## src/rtl/uart_rx_fifo.sv

```systemverilog
// uart_rx_fifo: receive byte buffer between the UART receiver and the CPU
// register interface. The read port pops on the falling edge of the CPU read
// strobe, RTS follows fill level with hysteresis, and dropped bytes raise a
// sticky overflow flag.
module uart_rx_fifo #(
  parameter int DEPTH_LOG2 = 4,
  parameter int RTS_HIGH   = 12,
  parameter int RTS_LOW    = 4
) (
  input  logic                  clk,
  input  logic                  rst_n,
  input  logic [7:0]            rx_byte,
  input  logic                  rx_strobe,
  input  logic                  rd_req,
  input  logic                  flush,
  input  logic                  ovf_clr,
  output logic [7:0]            dout,
  output logic                  data_avail,
  output logic                  overflow,
  output logic [DEPTH_LOG2:0]   level,
  output logic                  rts_n
);

  localparam int DEPTH = 1 << DEPTH_LOG2;
  localparam logic [DEPTH_LOG2:0] LP_DEPTH = (DEPTH_LOG2 + 1)'(DEPTH);
  localparam logic [DEPTH_LOG2:0] LP_HIGH  = (DEPTH_LOG2 + 1)'(RTS_HIGH);
  localparam logic [DEPTH_LOG2:0] LP_LOW   = (DEPTH_LOG2 + 1)'(RTS_LOW);

  logic [7:0]            r_mem [DEPTH];
  logic [DEPTH_LOG2-1:0] r_wr_ptr;
  logic [DEPTH_LOG2-1:0] r_rd_ptr;
  logic [DEPTH_LOG2:0]   r_level;
  logic                  r_ovf;
  logic                  r_rts_n;
  logic                  r_rd_req_d;

  logic                  w_empty;
  logic                  w_pop;
  logic                  w_push;
  logic                  w_drop;
  logic [DEPTH_LOG2:0]   w_level_nxt;
  logic                  w_rts_nxt;
  logic                  w_ovf_nxt;

  // Decode this cycle's push/pop/drop events and the resulting occupancy.
  always_comb begin
    w_empty     = (r_level == '0);
    // The pop fires once the CPU read finishes, so dout holds through the read.
    w_pop       = r_rd_req_d & ~rd_req & ~w_empty;
    // A full FIFO still accepts a byte when a slot is freed in the same cycle.
    w_push      = rx_strobe & ((r_level < LP_DEPTH) | w_pop);
    w_drop      = rx_strobe & ~w_push;
    w_level_nxt = r_level;
    case ({w_push, w_pop})
      2'b10:   w_level_nxt = r_level + 1'b1;
      2'b01:   w_level_nxt = r_level - 1'b1;
      default: w_level_nxt = r_level;
    endcase
    // A drop wins over a simultaneous clear so the loss is never hidden.
    w_ovf_nxt = r_ovf;
    if (ovf_clr) w_ovf_nxt = 1'b0;
    if (w_drop)  w_ovf_nxt = 1'b1;
    // Hysteresis between the two thresholds, judged on the upcoming level.
    w_rts_nxt = r_rts_n;
    if (w_level_nxt >= LP_HIGH)     w_rts_nxt = 1'b1;
    else if (w_level_nxt <= LP_LOW) w_rts_nxt = 1'b0;
  end

  // Pointer, level, flag and flow-control state; flush clears it synchronously.
  always_ff @(posedge clk or negedge rst_n) begin
    if (!rst_n) begin
      r_wr_ptr   <= '0;
      r_rd_ptr   <= '0;
      r_level    <= '0;
      r_ovf      <= 1'b0;
      r_rts_n    <= 1'b0;
      r_rd_req_d <= 1'b0;
    end else begin
      r_rd_req_d <= rd_req;
      if (flush) begin
        r_wr_ptr <= '0;
        r_rd_ptr <= '0;
        r_level  <= '0;
        r_ovf    <= 1'b0;
        r_rts_n  <= 1'b0;
      end else begin
        if (w_push) r_wr_ptr <= r_wr_ptr + 1'b1;
        if (w_pop)  r_rd_ptr <= r_rd_ptr + 1'b1;
        r_level <= w_level_nxt;
        r_ovf   <= w_ovf_nxt;
        r_rts_n <= w_rts_nxt;
      end
    end
  end

  // Byte storage; contents are meaningful only where the level says so.
  always_ff @(posedge clk) begin
    if (w_push && !flush) r_mem[r_wr_ptr] <= rx_byte;
  end

  // Head byte is read combinationally and forced to zero when empty.
  always_comb begin
    dout       = w_empty ? 8'h00 : r_mem[r_rd_ptr];
    data_avail = ~w_empty;
    overflow   = r_ovf;
    level      = r_level;
    rts_n      = r_rts_n;
  end

endmodule

```

## config.mk

```make
export PLATFORM = sky130hd
export DESIGN_NAME = uart_rx_fifo
export DESIGN_NICKNAME = d
export VERILOG_FILES = /design/src/rtl/uart_rx_fifo.sv
export SDC_FILE = /design/constraint.sdc
export NUM_CORES = 1
export LEC_CHECK = 0
export BUFFER_PORTS_ARGS = -buffer_cell sky130_fd_sc_hd__buf_4
export CAP_MARGIN = 25
export CORE_MARGIN = 3
export CORE_UTILIZATION = 30
export DETAILED_ROUTE_END_ITERATION = 10
export PLACE_DENSITY_LB_ADDON = 0.08
export SYNTH_ARGS = -nofsm -noshare
export SYNTH_HDL_FRONTEND = slang
export SYNTH_SLANG_ARGS = --single-unit
export TNS_END_PERCENT = 20
```

## constraint.sdc

```tcl
create_clock -name clk -period 2.2 [get_ports clk]
set_input_delay 0.44 -clock clk [delete_from_list [all_inputs] [get_ports clk]]
set_output_delay 0.44 -clock clk [all_outputs]
set_load 0.005 [all_outputs]
```

* After elaboration in Yosys (flattened, before gate mapping)
Memory sizes are Yosys's and may differ from the RTL's.
Cells that the tools add are included.
** Word-level totals
- Register bits after elaboration :: 16
- RAM bits :: 128
- Logic and storage cells :: 46
- Memories kept :: 1
** Cells by class
- Add/sub/neg operators :: 4
- $lt $le $gt $ge :: 3
- Equal/unequal tests :: 2
- Mux-type cells :: 15
- Bitwise logic cells :: 8
- Reduce and logical (&&, ||, !) cells :: 7
** Memory list
- r_mem :: words 16, width 8, rd ports 1, clocked after Yosys merged registers in 0, wr ports 1, RTL line 29 : logic [7:0] r_mem [DEPTH];
** Operator list (number)
- 4-bit 2-to-1 mux :: 4
- 5-bit one-hot mux with 2 select lines :: 1
- 4-bit by 1-bit adder with 4-bit output, second input constant :: 2
- 1-bit 2-to-1 mux :: 8
- 8-bit 2-to-1 mux :: 1
- 3-bit nonzero test :: 2
- 5-bit by 1-bit adder with 5-bit output, second input constant :: 1
- 5-bit by 4-bit greater-or-equal comparator with 1-bit output, second input constant :: 1
- 5-bit by 3-bit <= comparator with 1-bit output, second input constant :: 1
- 5-bit zero test :: 1
- 5-bit < comparator, second input constant :: 1
- 5-bit 2-to-1 mux :: 1
- 5-bit by 1-bit subtractor with 5-bit output, second input constant :: 1
- 1-bit AND :: 4
- 2-bit nonzero test :: 2
- 1-bit NOT :: 3
- 2-bit by 1-bit == test with 1-bit output, second input constant :: 1
- 2-bit == test, second input constant :: 1
- 1-bit logical AND :: 1
- 1-bit zero test :: 1
- 1-bit OR :: 1

* Longest topological paths before layout
- Word-level depth :: 11
- Depth in mapped cells :: 11
- Depth with buffers taken out :: 11

* Least setup slack after synthesis
Ideal clock, no wire load.
- Path type :: input -> register
- From :: input port rd_req
- To :: register r_rts_n, in the netlist rts_n
- Setup time :: 0.130 ns
- Data arrival time :: 2.272 ns
- Required time :: 2.070 ns
- Path slack :: -0.201 ns
- Stages :: 10
- Path buffers :: 0
- Cell sequence :: nand2b_4 a21oi_2 ha_1 inv_1 fa_1 nand2b_1 a21oi_1 mux2i_1 xor2_1 a21oi_1
** Between the ends
- Cells in the longest elaborated chain, start to end :: 10
- Elaborated cells on any way between the ends :: 13
- Classes of those cells :: 2 x order compare; 2 x eq/ne; 3 x mux; 5 x bitwise; 1 x reduce/logical
** RTL lines
- from (decl) :: RTL line 14 : input logic rd_req,
- 1-bit NOT (*) :: RTL line 49 : w_pop = r_rd_req_d & ~rd_req & ~w_empty;
- 1-bit AND (*) (2 in series) :: RTL line 49
- 1-bit OR :: RTL line 51 : w_push = rx_strobe & ((r_level < LP_DEPTH) | w_pop);
- 1-bit AND :: RTL line 51
- 2-bit by 1-bit == test with 1-bit output / 2-bit == test (equally long branches) :: RTL line 54 : case ({w_push, w_pop})
- 5-bit one-hot mux with 2 select lines (*) :: RTL line 54
- 5-bit by 4-bit greater-or-equal comparator with 1-bit output :: RTL line 65 : if (w_level_nxt >= LP_HIGH) w_rts_nxt = 1'b1;
- 1-bit 2-to-1 mux :: RTL line 65
- 1-bit 2-to-1 mux :: RTL line 80 : if (flush) begin
- to (signal assigned) :: RTL line 91 : r_rts_n <= w_rts_nxt;
- to (decl) :: RTL line 34 : logic r_rts_n;
Mark *: on every way between the ends. The rest lies on a longest branch, timed or not.
A chain may end at the register's enable or synchronous reset.

* Worst setup path after layout
- From :: register r_rd_ptr[0]
- To :: output port dout[2]
** Between the ends
- Cells in the longest elaborated chain, start to end :: 2
** RTL lines
- from (decl) :: RTL line 31 : logic [DEPTH_LOG2-1:0] r_rd_ptr;
- from (signal assigned) :: RTL line 88 : if (w_pop) r_rd_ptr <= r_rd_ptr + 1'b1;
- memory read 16 x 8 bit
- 8-bit 2-to-1 mux :: RTL line 103 : dout = w_empty ? 8'h00 : r_mem[r_rd_ptr];
- to (decl) :: RTL line 17 : output logic [7:0] dout,
No other way between the ends.

==> reports/summary.log <==
INFO  power          static-leakage-power=2.612nW
INFO  synthesis      post_synth_inst_count=322
INFO  cells_and_area utilization=38.76%
INFO  power          max-vdd-ir-drop=0.5828mV
INFO  clock_tree     h_tree_depth=4
INFO  cells_and_area post_route_cells_drive_above_1_share=35.25%
INFO  clock_tree     cts_root_buf=sky130_fd_sc_hd__clkbuf_16
INFO  power          power.net_switching=1.671mW
INFO  synthesis      asyncSetResetFlopFracSynth=11.11%
INFO  floorplan      num_ports=30
INFO  timing         layout_min_cycle_time=2.628ns
INFO  routing        drt-vias-per-instance=4.632
INFO  routing        drtPass1Iterations=6
INFO  worst_setup_path path_common_cell=sky130_fd_sc_hd__buf_4
INFO  synthesis      synth_compound_gate_area_share=2.465%
INFO  clock_tree     clk_pin_slew=0.06ns
INFO  power          share_clk_of_total_power=40.2%
INFO  timing         worst_slack=-0.4279ns
INFO  timing         max-slew-margin-rel=74.00%
INFO  floorplan      dieArea=0.02187sqmm
INFO  synthesis      synth-xor-area-share=1.450%
INFO  placement      portBuffers=29
INFO  timing         fmax=380.5MHz
INFO  timing         measured_slew_at_the_worst_slew_check_pin=0.3901ns
INFO  synthesis      synth_top_cell_area_share=63.64%
INFO  synthesis      synth-seq-cells=144
INFO  status         outcome=finished with violations
INFO  routing        initialDrtViolationCount=192
INFO  worst_setup_path crit_type=reg2out
INFO  synthesis      synthesis.yosys.warnings=0
INFO  synthesis      synth_simple_gate_area_share=4.454%
INFO  cells_and_area final_antenna_diode_count=0
INFO  timing         final.setup_skew=0.007223ns
INFO  clock_tree     cts_sinks=144
INFO  cells_and_area layout.nets=429
INFO  power          sw_frac_of_total=24.02%
INFO  floorplan      floorplan.initialDensity=30.83%
INFO  synthesis      synth_enable_flop_cells=128
INFO  run            drv.max_cap_violation_count=0
INFO  timing         setup_viol=9
INFO  worst_setup_path critical_path.startpoint_type=flop
INFO  global_routing grt_pass1_vias=3,222
INFO  global_routing grt_pass1_wl=20,570microns
INFO  cells_and_area final_layout_fill_cell_count=1,812
INFO  clock_tree     clk_path_buf_depth=2
INFO  synthesis      seq_area_frac_synth=70.27%
INFO  timing         post-route-period-util=119.5%
INFO  power          total_power_of_the_final_layout=6.956mW
INFO  placement      dpl_worst_slack=-0.1850ns
INFO  power          power.density_cell_area=916.0mW/mm^2
INFO  power          p_int=5.285mW
INFO  synthesis      dominantRegCellSynth=sky130_fd_sc_hd__edfxtp_1
INFO  synthesis      dominant_cell_by_count_in_the_synthesized_netlist=sky130_fd_sc_hd__edfxtp_1
INFO  synthesis      synth.net_count=346
INFO  placement      detailedPlacementHpwl=8250microns
INFO  timing         drv_slew=0
INFO  global_routing grt.overflow.total=0
INFO  synthesis      synth.top_cells.by_area=sky130_fd_sc_hd__edfxtp_1 (64%), sky130_fd_sc_hd__mux4_1 (13%), sky130_fd_sc_hd__dfrtp_1 (6.6%), sky130_fd_sc_hd__mux2i_1 (3.0%), sky130_fd_sc_hd__ha_1 (1.9%)
INFO  synthesis      synth_area=0.006040sqmm
INFO  floorplan      die_height=147.9microns
INFO  floorplan      core_region_area=0.01959sqmm
INFO  synthesis      synth.largest_area_cell=sky130_fd_sc_hd__edfxtp_1
INFO  cells_and_area layout.area.seq=0.004245sqmm
INFO  status         failed_checks=setup timing
INFO  synthesis      netlist-cell-type-count=32
INFO  global_routing number_of_antenna_violations_at_the_first_check_in_global_routing=0
INFO  routing        routed_wirelength=13,960microns
INFO  power          sequential_power_share=43.9%
INFO  worst_setup_path r2r_setup_slk=-0.03ns
INFO  routing        drc_errors=0
INFO  clock_tree     cts-buffers-inserted=17
INFO  clock_tree     worst_skew_pair.late_latency=0.42ns
INFO  worst_hold_path worstHoldPathType=in2reg
INFO  placement      gp_congestion=0.6901
INFO  worst_setup_path cpMaxStageDelayCell=sky130_fd_sc_hd__mux4_2
INFO  routing        antenna_left=0
INFO  routing        vias=3,159
INFO  worst_setup_path critPathMaxFanout=5
INFO  global_routing globalRouteTotalUtil=12.92%
INFO  routing        routedWlPerCell=20.47microns
INFO  timing         timing_hold_violations_final=0
INFO  global_routing grt_max_degree=36
INFO  cells_and_area areaGrowthSynthToFinish=25.73%
INFO  clock_tree     cts_tree=done
INFO  worst_setup_path cpPeakStageDelay=0.51ns
INFO  synthesis      yosys.area_share.adder=2.196%
INFO  cells_and_area area_of_combinational_cells_with_multiple_inputs=0.001674sqmm
INFO  worst_setup_path cp_data_arrival_time=2.19ns
INFO  power          power.combinational.fraction=15.9%
INFO  worst_setup_path worst_ep_required_time=1.76ns
INFO  worst_setup_path critical_path.cell_chain=buf_4 > buf_6 > mux4_2 > mux2i_2 > o22ai_2 > buf_4
INFO  timing         rsz_0062_raised_after_global_routing=true
INFO  synthesis      average_cell_area_after_synthesis=18.76squm
INFO  floorplan      rows=51
INFO  synthesis      post_synth_most_frequent_cells=sky130_fd_sc_hd__edfxtp_1 (128), sky130_fd_sc_hd__mux4_1 (31), sky130_fd_sc_hd__nor2_1 (30)
INFO  synthesis      synth_mux_area_share=16.84%
INFO  floorplan      die_x=147.9microns
INFO  worst_setup_path critical_path.endpoint_type=output pin
INFO  synthesis      synth_top_family_by_area=multiplexers
[path summary, 6_finish.rpt]
path / startpoint / endpoint / cells after the start
worst max-delay path: r_rd_ptr[0]$_DFFE_PN0P_ / dout[2] / 6
worst min-delay path: rd_req / r_rd_req_d$_DFF_PN0_ / 1
worst max register to register: level[3]$_DFF_PN0_ / rts_n$_DFFE_PN0P_ / 11
worst min register to register: overflow$_DFFE_PN0P_ / overflow$_DFFE_PN0P_ / 2
max in group asynchronous: rst_n / r_rd_ptr[0]$_DFFE_PN0P_ / 2
min in group asynchronous: rst_n / r_wr_ptr[0]$_DFFE_PN0P_ / 2
[cell families (layout without fill, tap and decap cells)]
kind of cell | Yosys count | after routing
buffers and inverters | 23 | 118
adder cells (fa/ha/maj) | 10 | 10
XOR/XNOR | 10 | 10
AO/OA/AOI/OAI | 24 | 24
multiplexers | 50 | 50
flip-flops | 144 | 144
AND/OR/NAND/NOR | 61 | 61
[flip-flops by register name (all words and copies together) (netlist names)]
signal,count
r_rd_ptr,4
r_rd_req_d,1
level,5
overflow,1
rts_n,1
r_mem,128
r_wr_ptr,4
[timing repair]
item,4_1_cts,5_1_grt
gates cloned,0,2
buffers inserted,2,10
pin swaps,1,6
endpoints found under the setup margin,10,22
hold endpoints to repair,16,0
hold buffers,1,0
resized for setup,11,32
[critical path, delay by kind of cell (launching register included)]
family          cells  cell delay [ns]
buf+inv             3             0.42
compound gates      1             0.13
flops               1             0.44
mux                 2             0.78
[routing by layer]
layer | global-route usage [%] | wire length (microns) | up-vias
met5 | 0 | 0 | -
met4 | 4.573 | 156 | 0
met3 | 2.728 | 526 | 12
met2 | 19.80 | 6493 | 55
met1 | 18.36 | 6787 | 1656
li1 | - | - | 1436
[placed cells by master, fill, tap and decap left out, drive strengths merged]
cell and count:
o21a 1, xnor2 4, clkinvlp 3, o21ai 1, nand2b 8, bufinv 2, fa 1, nand3 1
a32oi 1, xor2 6, a21o 1, nor3 5, a21oi 11, a21boi 1, o22ai 8, inv 11
clkbuf 21, dlygate4sd3 1, nor2 30, nand2 15, mux4 32, clkinv 3, nand4 2, buf 77
mux2i 18, edfxtp 128, dfrtp 16, ha 9
[metrics by stage]
step / hold WS [ns] / setup TNS, ns / cell area (sq um) / instances
after floorplan: 0.1444 / -0.6322 / 6071 / 322
after global placement: 0.3188 / -0.3421 / 6840 / 636
after detailed placement: 0.3182 / -0.6380 / 6840 / 636
after CTS: 0.1198 / -3.456 / 7430 / 670
after global routing: 0.1271 / -4.349 / 7594 / 682
final: 0.1431 / -3.205 / 7594 / 682
[power groups by stage]
stage | Clock, mW | Combinational [mW] | Sequential, mW
global placement | 0 | 0.930 | 3.11
global route | 2.98 | 1.20 | 3.06
CTS | 2.86 | 0.959 | 3.06
finish | 2.80 | 1.10 | 3.06
floorplan | 0 | 0.512 | 3.12
detailed placement | 0 | 0.929 | 3.11
[final cells by class]
type	instances	share of cell area [%]
Tap cell	265	4.366
Sequential cell	144	55.91
Timing Repair Buffer	80	9.853
Multi-Input combinational cell	155	22.05
Inverter	7	0.3460
Clock inverter	12	1.780
Clock buffer	19	5.701
Note: power is estimated with default switching activity, not from simulation.
